$ cat src/rtl/float_conv_arbiter_pkg.sv
// Shared FPU constants and helpers for the int-to-float converter arbiter.
package float_conv_arbiter_pkg;

  localparam int NREQ_DEFAULT = 4;
  localparam int LAT_DEFAULT  = 2;
  localparam int DATA_W       = 32;

  // Index width that stays legal (>= 1 bit) even for a single requester.
  function automatic int clog2_min1(input int n);
    return (n <= 2) ? 1 : $clog2(n);
  endfunction

endpackage

$ cat src/rtl/float_conv_arbiter_rr_pick.sv
// Round-robin picker: one-hot grant of the first eligible requester found
// searching upward from ptr, wrapping from N-1 back to 0.
module rr_pick
  import float_conv_arbiter_pkg::*;
#(
  parameter int N  = NREQ_DEFAULT,
  parameter int PW = clog2_min1(NREQ_DEFAULT)
) (
  input  logic [N-1:0]  eligible,
  input  logic [PW-1:0] ptr,
  output logic [N-1:0]  grant
);

  logic [N-1:0] rot_elig;
  logic [N-1:0] rot_grant;

  // Rotate so that ptr lands on bit 0, pick the lowest set bit, rotate back.
  assign rot_elig  = N'({eligible, eligible} >> ptr);
  assign rot_grant = rot_elig & (~rot_elig + N'(1));
  assign grant     = N'(({rot_grant, rot_grant} << ptr) >> N);

endmodule

$ cat src/rtl/float_conv_arbiter.sv
// Shares one external LAT-cycle int-to-float converter between NREQ
// requesters. Accepts at most one operand per cycle (round-robin), tracks the
// owner of every in-flight operation in a tag shift pipeline and returns the
// converted value to that owner LAT+2 cycles after acceptance.
module float_conv_arbiter
  import float_conv_arbiter_pkg::*;
#(
  parameter int NREQ = NREQ_DEFAULT,
  parameter int LAT  = LAT_DEFAULT
) (
  input  logic                   clk,
  input  logic                   reset_n,
  input  logic [NREQ-1:0]        req_valid,
  input  logic [DATA_W*NREQ-1:0] req_data,
  output logic [NREQ-1:0]        req_ready,
  output logic [NREQ-1:0]        busy,
  output logic [NREQ-1:0]        resp_valid,
  output logic [DATA_W-1:0]      resp_data,
  output logic [DATA_W-1:0]      conv_a,
  output logic                   conv_start,
  input  logic [DATA_W-1:0]      conv_value
);

  localparam int IDW = clog2_min1(NREQ);

  typedef struct packed {
    logic           valid;
    logic [IDW-1:0] id;
  } tag_t;

  logic [IDW-1:0]    ptr;
  logic [IDW-1:0]    ptr_next;
  logic [NREQ-1:0]   eligible;
  logic [NREQ-1:0]   grant;
  logic              any_grant;
  logic [IDW-1:0]    grant_id;
  logic [DATA_W-1:0] grant_data;
  logic [NREQ-1:0]   done_mask;
  tag_t              tag_pipe [LAT+1];

  // A requester with an operation in flight is never offered a new slot.
  assign eligible = req_valid & ~busy;

  rr_pick #(
    .N  (NREQ),
    .PW (IDW)
  ) u_rr_pick (
    .eligible (eligible),
    .ptr      (ptr),
    .grant    (grant)
  );

  // Nothing is accepted while reset is held, even though busy is clear then.
  assign req_ready = reset_n ? grant : '0;
  assign any_grant = |req_ready;
  assign ptr_next  = (grant_id == IDW'(NREQ - 1)) ? '0 : grant_id + IDW'(1);

  // Final pipeline stage names the requester whose result arrives this cycle.
  assign done_mask = tag_pipe[LAT].valid ? (NREQ'(1) << tag_pipe[LAT].id) : '0;

  // One-hot to index/operand: OR-reduce the granted lane.
  always_comb begin
    // NOTE: every output gets a default before the loop so no latch is inferred.
    grant_id   = '0;
    grant_data = '0;
    for (int i = 0; i < NREQ; i++) begin
      if (req_ready[i]) begin
        grant_id   = grant_id | IDW'(i);
        grant_data = grant_data | req_data[i*DATA_W +: DATA_W];
      end
    end
  end

  // Issue to the converter, track owners, and return results.
  always_ff @(posedge clk or negedge reset_n) begin
    if (!reset_n) begin
      ptr        <= '0;
      busy       <= '0;
      resp_valid <= '0;
      resp_data  <= '0;
      conv_a     <= '0;
      conv_start <= 1'b0;
      // NOTE: the tag pipeline is a handful of flops, not a RAM, so it is
      // cleared outright; that is what drops in-flight work on reset.
      for (int s = 0; s <= LAT; s++) begin
        tag_pipe[s] <= '0;
      end
    end else begin
      // NOTE: non-blocking assignments keep every stage reading pre-edge values.
      conv_start  <= any_grant;
      tag_pipe[0] <= '{valid: any_grant, id: grant_id};
      for (int s = 1; s <= LAT; s++) begin
        tag_pipe[s] <= tag_pipe[s-1];
      end
      if (any_grant) begin
        conv_a <= grant_data;
        ptr    <= ptr_next;
      end
      resp_valid <= done_mask;
      if (tag_pipe[LAT].valid) begin
        resp_data <= conv_value;
      end
      // Clearing and setting never hit the same bit: a grant needs busy low.
      busy <= (busy & ~done_mask) | req_ready;
    end
  end

endmodule

$ cat config.mk
export PLATFORM = sky130hd
export DESIGN_NAME = float_conv_arbiter
export DESIGN_NICKNAME = d
export VERILOG_FILES = /design/src/rtl/float_conv_arbiter_pkg.sv /design/src/rtl/float_conv_arbiter_rr_pick.sv /design/src/rtl/float_conv_arbiter.sv
export SDC_FILE = /design/constraint.sdc
export NUM_CORES = 1
export LEC_CHECK = 0
export CELL_PAD_IN_SITES_DETAIL_PLACEMENT = 1
export CELL_PAD_IN_SITES_GLOBAL_PLACEMENT = 2
export CORE_ASPECT_RATIO = 2
export CORE_MARGIN = 4
export CORE_UTILIZATION = 20
export DETAILED_ROUTE_END_ITERATION = 16
export GPL_ROUTABILITY_DRIVEN = 0
export PLACE_DENSITY = 0.8
export SKIP_LAST_GASP = 1
export SYNTH_ARGS = -nofsm -noshare
export SYNTH_HDL_FRONTEND = slang
export SYNTH_HIERARCHICAL = 1
export SYNTH_SLANG_ARGS = --single-unit
$ cat constraint.sdc
create_clock -name clk -period 2.3 [get_ports clk]
set_clock_uncertainty 0.05 [all_clocks]
set_input_delay 0.345 -clock clk [delete_from_list [all_inputs] [get_ports clk]]
set_output_delay 0.345 -clock clk [all_outputs]
set_load 0.05 [all_outputs]
==> results of run 1 <==
-- kinds of logic after synthesis --
| family | after synthesis | synth area share [%] |
|---|---|---|
| AND/OR/NAND/NOR | 55 | 6.28 |
| multiplexers | 32 | 9.67 |
| buffers and inverters | 36 | 4.97 |
| flip-flops | 83 | 55.7 |
| AO/OA/AOI/OAI | 115 | 23.3 |
-- worst max path at each step --
| stage | from | to | slack (ps) |
|---|---|---|---|
| after floorplan | busy[3]$_DFF_PN0_ | conv_a[14]$_DFFE_PN0P_ | 30 |
| after CTS | req_valid[1] | req_ready[2] | -4 |
| after global routing | busy[1]$_DFF_PN0_ | conv_a[20]$_DFFE_PN0P_ | -70 |
| after detailed placement | req_valid[0] | conv_a[8]$_DFFE_PN0P_ | -330 |
| final | busy[1]$_DFF_PN0_ | conv_a[25]$_DFFE_PN0P_ | 40 |
| after global placement | req_valid[0] | conv_a[13]$_DFFE_PN0P_ | -220 |
-- critical path: stages, from the launching register on --
cell	delay (ps)
dfrtp_2	430
nor2b_1	120
buf_4	150
a21o_4	110
a21oi_1	60
o21a_2	220
buf_6	130
o41ai_4	410
buf_6	200
clkbuf_16	170
nand2_1	50
o21ai_1	60
-- per-layer routing --
metal / wire length, µm / vias to the layer above / GRT usage, %
met5: 0 / - / 0
met4: 324 / 0 / 5.23
met3: 1290 / 20 / 4.57
met2: 8650 / 187 / 26.4
met1: 4620 / 1754 / 11.5
li1: - / 1709 / -
-- cells in the final DEF (no fill, tap or decap), types with 2 or more instances in the layout --
master,instances
inv_1,7
a21oi_1,4
nor2_1,4
o21ai_1,23
clkdlybuf4s50_1,236
nor2b_4,2
nand2_4,2
clkinvlp_4,2
o21ai_0,13
a221oi_1,31
dfrtp_1,79
nand2_1,39
a22o_1,32
clkbuf_16,12
o211a_1,2
buf_12,8
buf_4,18
nor2b_1,2
inv_6,4
dfrtp_2,4
buf_6,4
mux2_2,32
-- power by group through the flow --
stage          Clock (mW)  Sequential, mW  Combinational [mW]
3_3_place_gp            0            2.32                4.56
5_1_grt              1.63            2.41                5.07
6_report             1.50            2.33                4.82
3_5_place_dp            0            2.37                4.64
2_1_floorplan           0            4.09                1.12
4_1_cts              1.56            2.34                4.67
-- through the flow --
stage	TNS, ps	utilization, %	worst slack [ps]	area (µm²)
floorplan	0	-	29.0	3730
global placement	-7040	35.4	-222	6480
detailed placement	-10440	35.4	-333	6480
CTS	-7.24	37.3	-3.78	6830
global route	-1690	38.3	-66.1	7020
finish	0	38.3	39.6	7020
-- registers in the layout (all words and copies together) (netlist names) --
| signal | flops |
|---|---|
| resp_valid | 4 |
| resp_data | 32 |
| tag_pipe | 9 |
| conv_a | 32 |
| ptr | 2 |
| busy | 4 |
-- final cells by class --
cell class                      instances  area (µm²)  share of cell area (%)
Clock buffer                            9         225                    3.21
Clock inverter                          7        81.3                    1.16
Inverter                                9        37.5                   0.535
Multi-Input combinational cell        202        1520                    21.7
Sequential cell                        83        2080                    29.7
Tap cell                              216         270                    3.85
Timing Repair Buffer                  271        2800                    39.9
-- what timing repair did --
item,in CTS,in global routing
gates cloned,0,4
hold buffers,1,0
gates resized for setup,5,19
pin swaps,2,5
endpoints found under the setup margin,4,32
endpoints found under the hold margin,3,0
buffers inserted,2,6
==> qor.yml, run 1 <==
clock_network:
  cts_buffer_depth: 2
  numCtsBuffers: 9
  cts_num_sinks: 83
  insertion_delay_ps: 340
  htreeDepth: 3
  cts_tree: "built"
  clkTransAtPathRegs_ps: 70
  root_buffer: "clkbuf_16"
die:
  fp-row-count: 70
  core_um2: 18300
  initial_core_util_pct: 20.4
  die_area_um2: 21000
  die_h_um: 201
  ioPinCount: 243
  die_width_um: 105
logic_synthesis:
  syn_area_um2: 3730
  avgSynthCellArea_um2: 11.6
  synthArstFlopShare_pct: 100
  synthTopCellsByCount: "83 x dfrtp_1, 41 x nand2_1, 32 x a221oi_1, 32 x a22o_1, 32 x mux2_2"
  synth.area.top_cells: "dfrtp_1 56%, mux2_2 9.7%, a221oi_1 7.5%"
  yosysMostFrequentCell: "dfrtp_1"
  synth.distinct_cells: 30
  synth_edf_count: 0
  yosysSeqAreaShare_pct: 55.7
  synth_fp_nets: 487
  netlist_instances: 321
  ys.flop_type: "dfrtp_1"
  synth.largest_area_cell: "dfrtp_1"
  synth_top_area_share_pct: 55.7
  synth-seq-cells: 83
  yosysWarnings: 6
power_and_ir_drop:
  power_frac_comb_pct: 55.8
  p_sw_share_pct: 44.8
  power_mw: 8.65
  p_int_mw: 4.78
  pwr-share-seq_pct: 26.9
  power.leakage_nw: 2.90
  clkPwrFrac_pct: 17.3
  netSwitchingPower_mw: 3.88
  irDropWorstVdd_uv: 473
  p_per_area_nw_per_um2: 1230
global_route:
  grt_pass1_vias: 4035
  grt_use_total_pct: 13.1
  grt_max_degree: 66
  overflow: 0
  antenna_found_initial: 0
  grt_pass1_wl_um: 21500
detailed_routing:
  drc: 0
  routed_wl_um: 14900
  dr.first_iter.drc_count: 67
  vias_per_cell: 4.60
  route.vias.total: 3670
  firstDrtPassIters: 4
  final_antenna_net_count: 0
  wl_per_cell_um: 18.7
setup_path:
  critPathRequiredTime_ps: 2510
  crit_type: "flop to flop"
  r2r_slack_ps: 40
  r2r_end: "conv_a[25]$_DFFE_PN0P_"
  startpoint_type: "flop"
  reg2reg_depth: 11
  worstPathArrival_ps: 2470
  end_kind: "flop"
  reg2reg_from: "busy[1]$_DFF_PN0_"
  path_max_fanout: 8
worst_hold_path:
  min_path_type: "input port to asynchronous set/reset pin"
sta:
  setup-violations-final: 0
  tightest_slew_ps: 602
  finalHoldViolCount: 0
  grt_setup_unrepaired: "true"
  clock.fmax_mhz: 442
  finalHoldWorstSlack_ps: 131
  maxSlewHeadroom_pct: 59.9
  maxSlewViolCount: 0
  finalCriticalPeriod_ps: 2260
  fin_crit_sh_pct: 98.3
run:
  max_cap_viol_count: 0
placed_design:
  hpwl_um: 11400
  place_inst: 768
  numPortBuffers: 242
finish:
  nFillCells: 2004
  fin_cells: 797
  final_nets: 742
  n_antenna_cell: 0
  area_growth_pct: 88.3
  final_layout_size_suffix_gt1_share_pct: 17.0
outcome:
  outcome: "complete, no violations"
(Power assumes the default switching activity.)
==> run 2, diff against run 1 <==
--- a/config.mk
+++ b/config.mk
@@ -7,12 +7,12 @@
 export LEC_CHECK = 0
 export CELL_PAD_IN_SITES_DETAIL_PLACEMENT = 1
 export CELL_PAD_IN_SITES_GLOBAL_PLACEMENT = 2
-export CORE_ASPECT_RATIO = 2
 export CORE_MARGIN = 4
 export CORE_UTILIZATION = 20
 export DETAILED_ROUTE_END_ITERATION = 16
 export GPL_ROUTABILITY_DRIVEN = 0
 export PLACE_DENSITY = 0.8
+export REMOVE_ABC_BUFFERS = 1
 export SKIP_LAST_GASP = 1
 export SYNTH_ARGS = -nofsm -noshare
 export SYNTH_HDL_FRONTEND = slang
==> run 2 against run 1 <==
Compared with the run above:
- the run now ends with negative setup slack left
- critical path depth unchanged
- utilization up 2.2 points
- first-iteration DRC count down 10%
- setup slack worse by 46 ps
- global-route usage up 0.41 points
- cell area up 4.7%
- cell count up 3.1%
- non-clock buffer count up 12
- die area down 0.63%
- register-to-register slack about the same
- sequential cell count unchanged
==> qor.yml, run 2 (synthesis results as in run 1) <==
sta:
  grt_setup_unrepaired: "true"  # unchanged
  maxSlewViolCount: 0  # unchanged
  finalCriticalPeriod_ps: 2310  # was 2260 ps
  fin_ws_ps: -6.31  # was 39.6 ps
  finalHoldViolCount: 0  # unchanged
  finalHoldWorstSlack_ps: 297  # was 131 ps
  timing.setup.tns_ps: -14.1  # was 0 ps
  maxSlewHeadroom_pct: 49.7  # was 59.9%
  setup-violations-final: 5  # was 0
  tightest_slew_ps: 755  # was 602 ps
  fin_crit_sh_pct: 100  # was 98.3%
  clock.fmax_mhz: 434  # was 442 MHz
run:
  max_cap_viol_count: 0  # unchanged
detailed_routing:
  route.vias.total: 3754  # was 3670
  wl_per_cell_um: 19.0  # was 18.7 µm
  final_antenna_net_count: 0  # unchanged
  drc: 0  # unchanged
  vias_per_cell: 4.57  # was 4.60
  dr.first_iter.drc_count: 60  # was 67
  firstDrtPassIters: 4  # unchanged
  routed_wl_um: 15600  # was 14900 µm
power_and_ir_drop:
  irDropWorstVdd_uv: 323  # was 473 µV
  p_per_area_nw_per_um2: 1220  # was 1230 nW/µm²
  power.leakage_nw: 3.05  # was 2.90 nW
  power_mw: 8.99  # was 8.65 mW
clock_network:
  htreeDepth: 3  # unchanged
  insertion_delay_ps: 330  # was 340 ps
  cts_num_sinks: 83  # unchanged
  root_buffer: "clkbuf_16"  # unchanged
  numCtsBuffers: 9  # unchanged
  cts_buffer_depth: 2  # unchanged
  cts_tree: "built"  # unchanged
  clkTransAtPathRegs_ps: 60  # was 70 ps
placed_design:
  hpwl_um: 11500  # was 11400 µm
  numPortBuffers: 242  # unchanged
worst_hold_path:
  min_path_type: "flop to flop"  # was input port to asynchronous set/reset pin
finish:
  n_antenna_cell: 0  # unchanged
  nFillCells: 1942  # was 2004
  layout_common_cells: "235 x clkdlybuf4s50_1, 80 x dfrtp_1, 32 x mux2_2, 32 x a22o_1, 30 x a221oi_1"  # was 236 x clkdlybuf4s50_1, 79 x dfrtp_1, 39 x nand2_1
  final_layout_size_suffix_gt1_share_pct: 24.3  # was 17.0%
  final_nets: 754  # was 742
  area_growth_pct: 97.2  # was 88.3%
  largestRegisters: "conv_a (32), resp_data (32), tag_pipe (9)"  # unchanged
  final_common_cell: "clkdlybuf4s50_1"  # unchanged
setup_path:
  startpoint_type: "input port"  # was flop
  path_max_fanout: 11  # was 8
  critPathRequiredTime_ps: 2460  # was 2510 ps
  crit_type: "input port to flop"  # was flop to flop
  end_kind: "flop"  # unchanged
  worstPathArrival_ps: 2470  # about the same
die:
  die_h_um: 144  # was 201 µm
  core_um2: 18100  # was 18300 µm²
  die_width_um: 144  # was 105 µm
  fp-row-count: 49  # was 70
  ioPinCount: 243  # unchanged
  initial_core_util_pct: 20.5  # was 20.4%
  die_area_um2: 20900  # was 21000 µm²
outcome:
  outcome: "complete, but fails checks"  # was complete, no violations
  failed_checks: "negative setup slack"
global_route:
  grt_max_degree: 60  # was 66
  overflow: 0  # unchanged
  antenna_found_initial: 0  # unchanged
  grt_pass1_vias: 4189  # was 4035
  grt_use_total_pct: 13.6  # was 13.1%
  grt_pass1_wl_um: 21800  # was 21500 µm
[run 2: through the flow]
step                      setup slack (ps)  utilization [%]  instance area [µm²]  instances
final                                -6.31             40.5                 7350        822
after global routing                 -73.2             40.5                 7350        822
after CTS                            -65.4             38.1                 6910        808
after detailed placement              -348             35.9                 6510        785
after global placement                -244             35.9                 6510        785
after floorplan                      -1460                -                 3570        294
[run 2: what timing repair did]
action | 4_1_cts | 5_1_grt
gates cloned | 1 | 9
pin swaps | 3 | 18
hold endpoints to repair | 24 | 0
hold buffers | 1 | 0
endpoints found under the setup margin | 3 | 36
gates resized for setup | 6 | 78
buffers inserted | 5 | 5
[run 2: layout make-up]
class / count / area (µm²) / share of cell area, %
Clock buffer: 10 / 239 / 3.25
Inverter: 9 / 33.8 / 0.460
Sequential cell: 83 / 2080 / 28.3
Clock inverter: 6 / 71.3 / 0.971
Multi-Input combinational cell: 202 / 1660 / 22.6
Tap cell: 229 / 287 / 3.90
Timing Repair Buffer: 283 / 2970 / 40.5
[run 2: final timing paths]
check	cells after the start	start	slack [ps]	end
min in group asynchronous	2	reset_n	500	busy[0]$_DFF_PN0_
setup / recovery	11	req_valid[2]	-6	conv_a[17]$_DFFE_PN0P_
hold / removal	0	tag_pipe[6]$_DFF_PN0_	300	tag_pipe[3]$_DFF_PN0_
hold reg to reg	0	tag_pipe[6]$_DFF_PN0_	300	tag_pipe[3]$_DFF_PN0_
max in group asynchronous	3	reset_n	600	resp_data[10]$_DFFE_PN0P_
setup reg to reg	9	busy[1]$_DFF_PN0_	40	conv_a[17]$_DFFE_PN0P_
[run 2: critical path, stage by stage]
cell	delay [ps]
clkdlybuf4s50_1	460
nor2b_4	170
buf_6	120
a21o_4	80
a21oi_2	50
o21a_2	210
buf_6	130
o41ai_4	410
buf_4	230
buf_6	170
o21ai_1	90
[run 2: power by group]
part	total, mW	switching, mW	internal (mW)
clock	1.50	0.617	0.881
sequential	2.37	0.363	2.01
combinational	5.12	3.03	2.10
total	8.99	4.01	4.98
[run 2: layer usage]
layer,vias to the layer above,wire length (µm),track usage (%)
met5,-,0,0
met4,0,225,4.17
met3,16,1480,5.19
met2,188,8190,25.4
met1,1811,5730,13.8
li1,1739,-,-
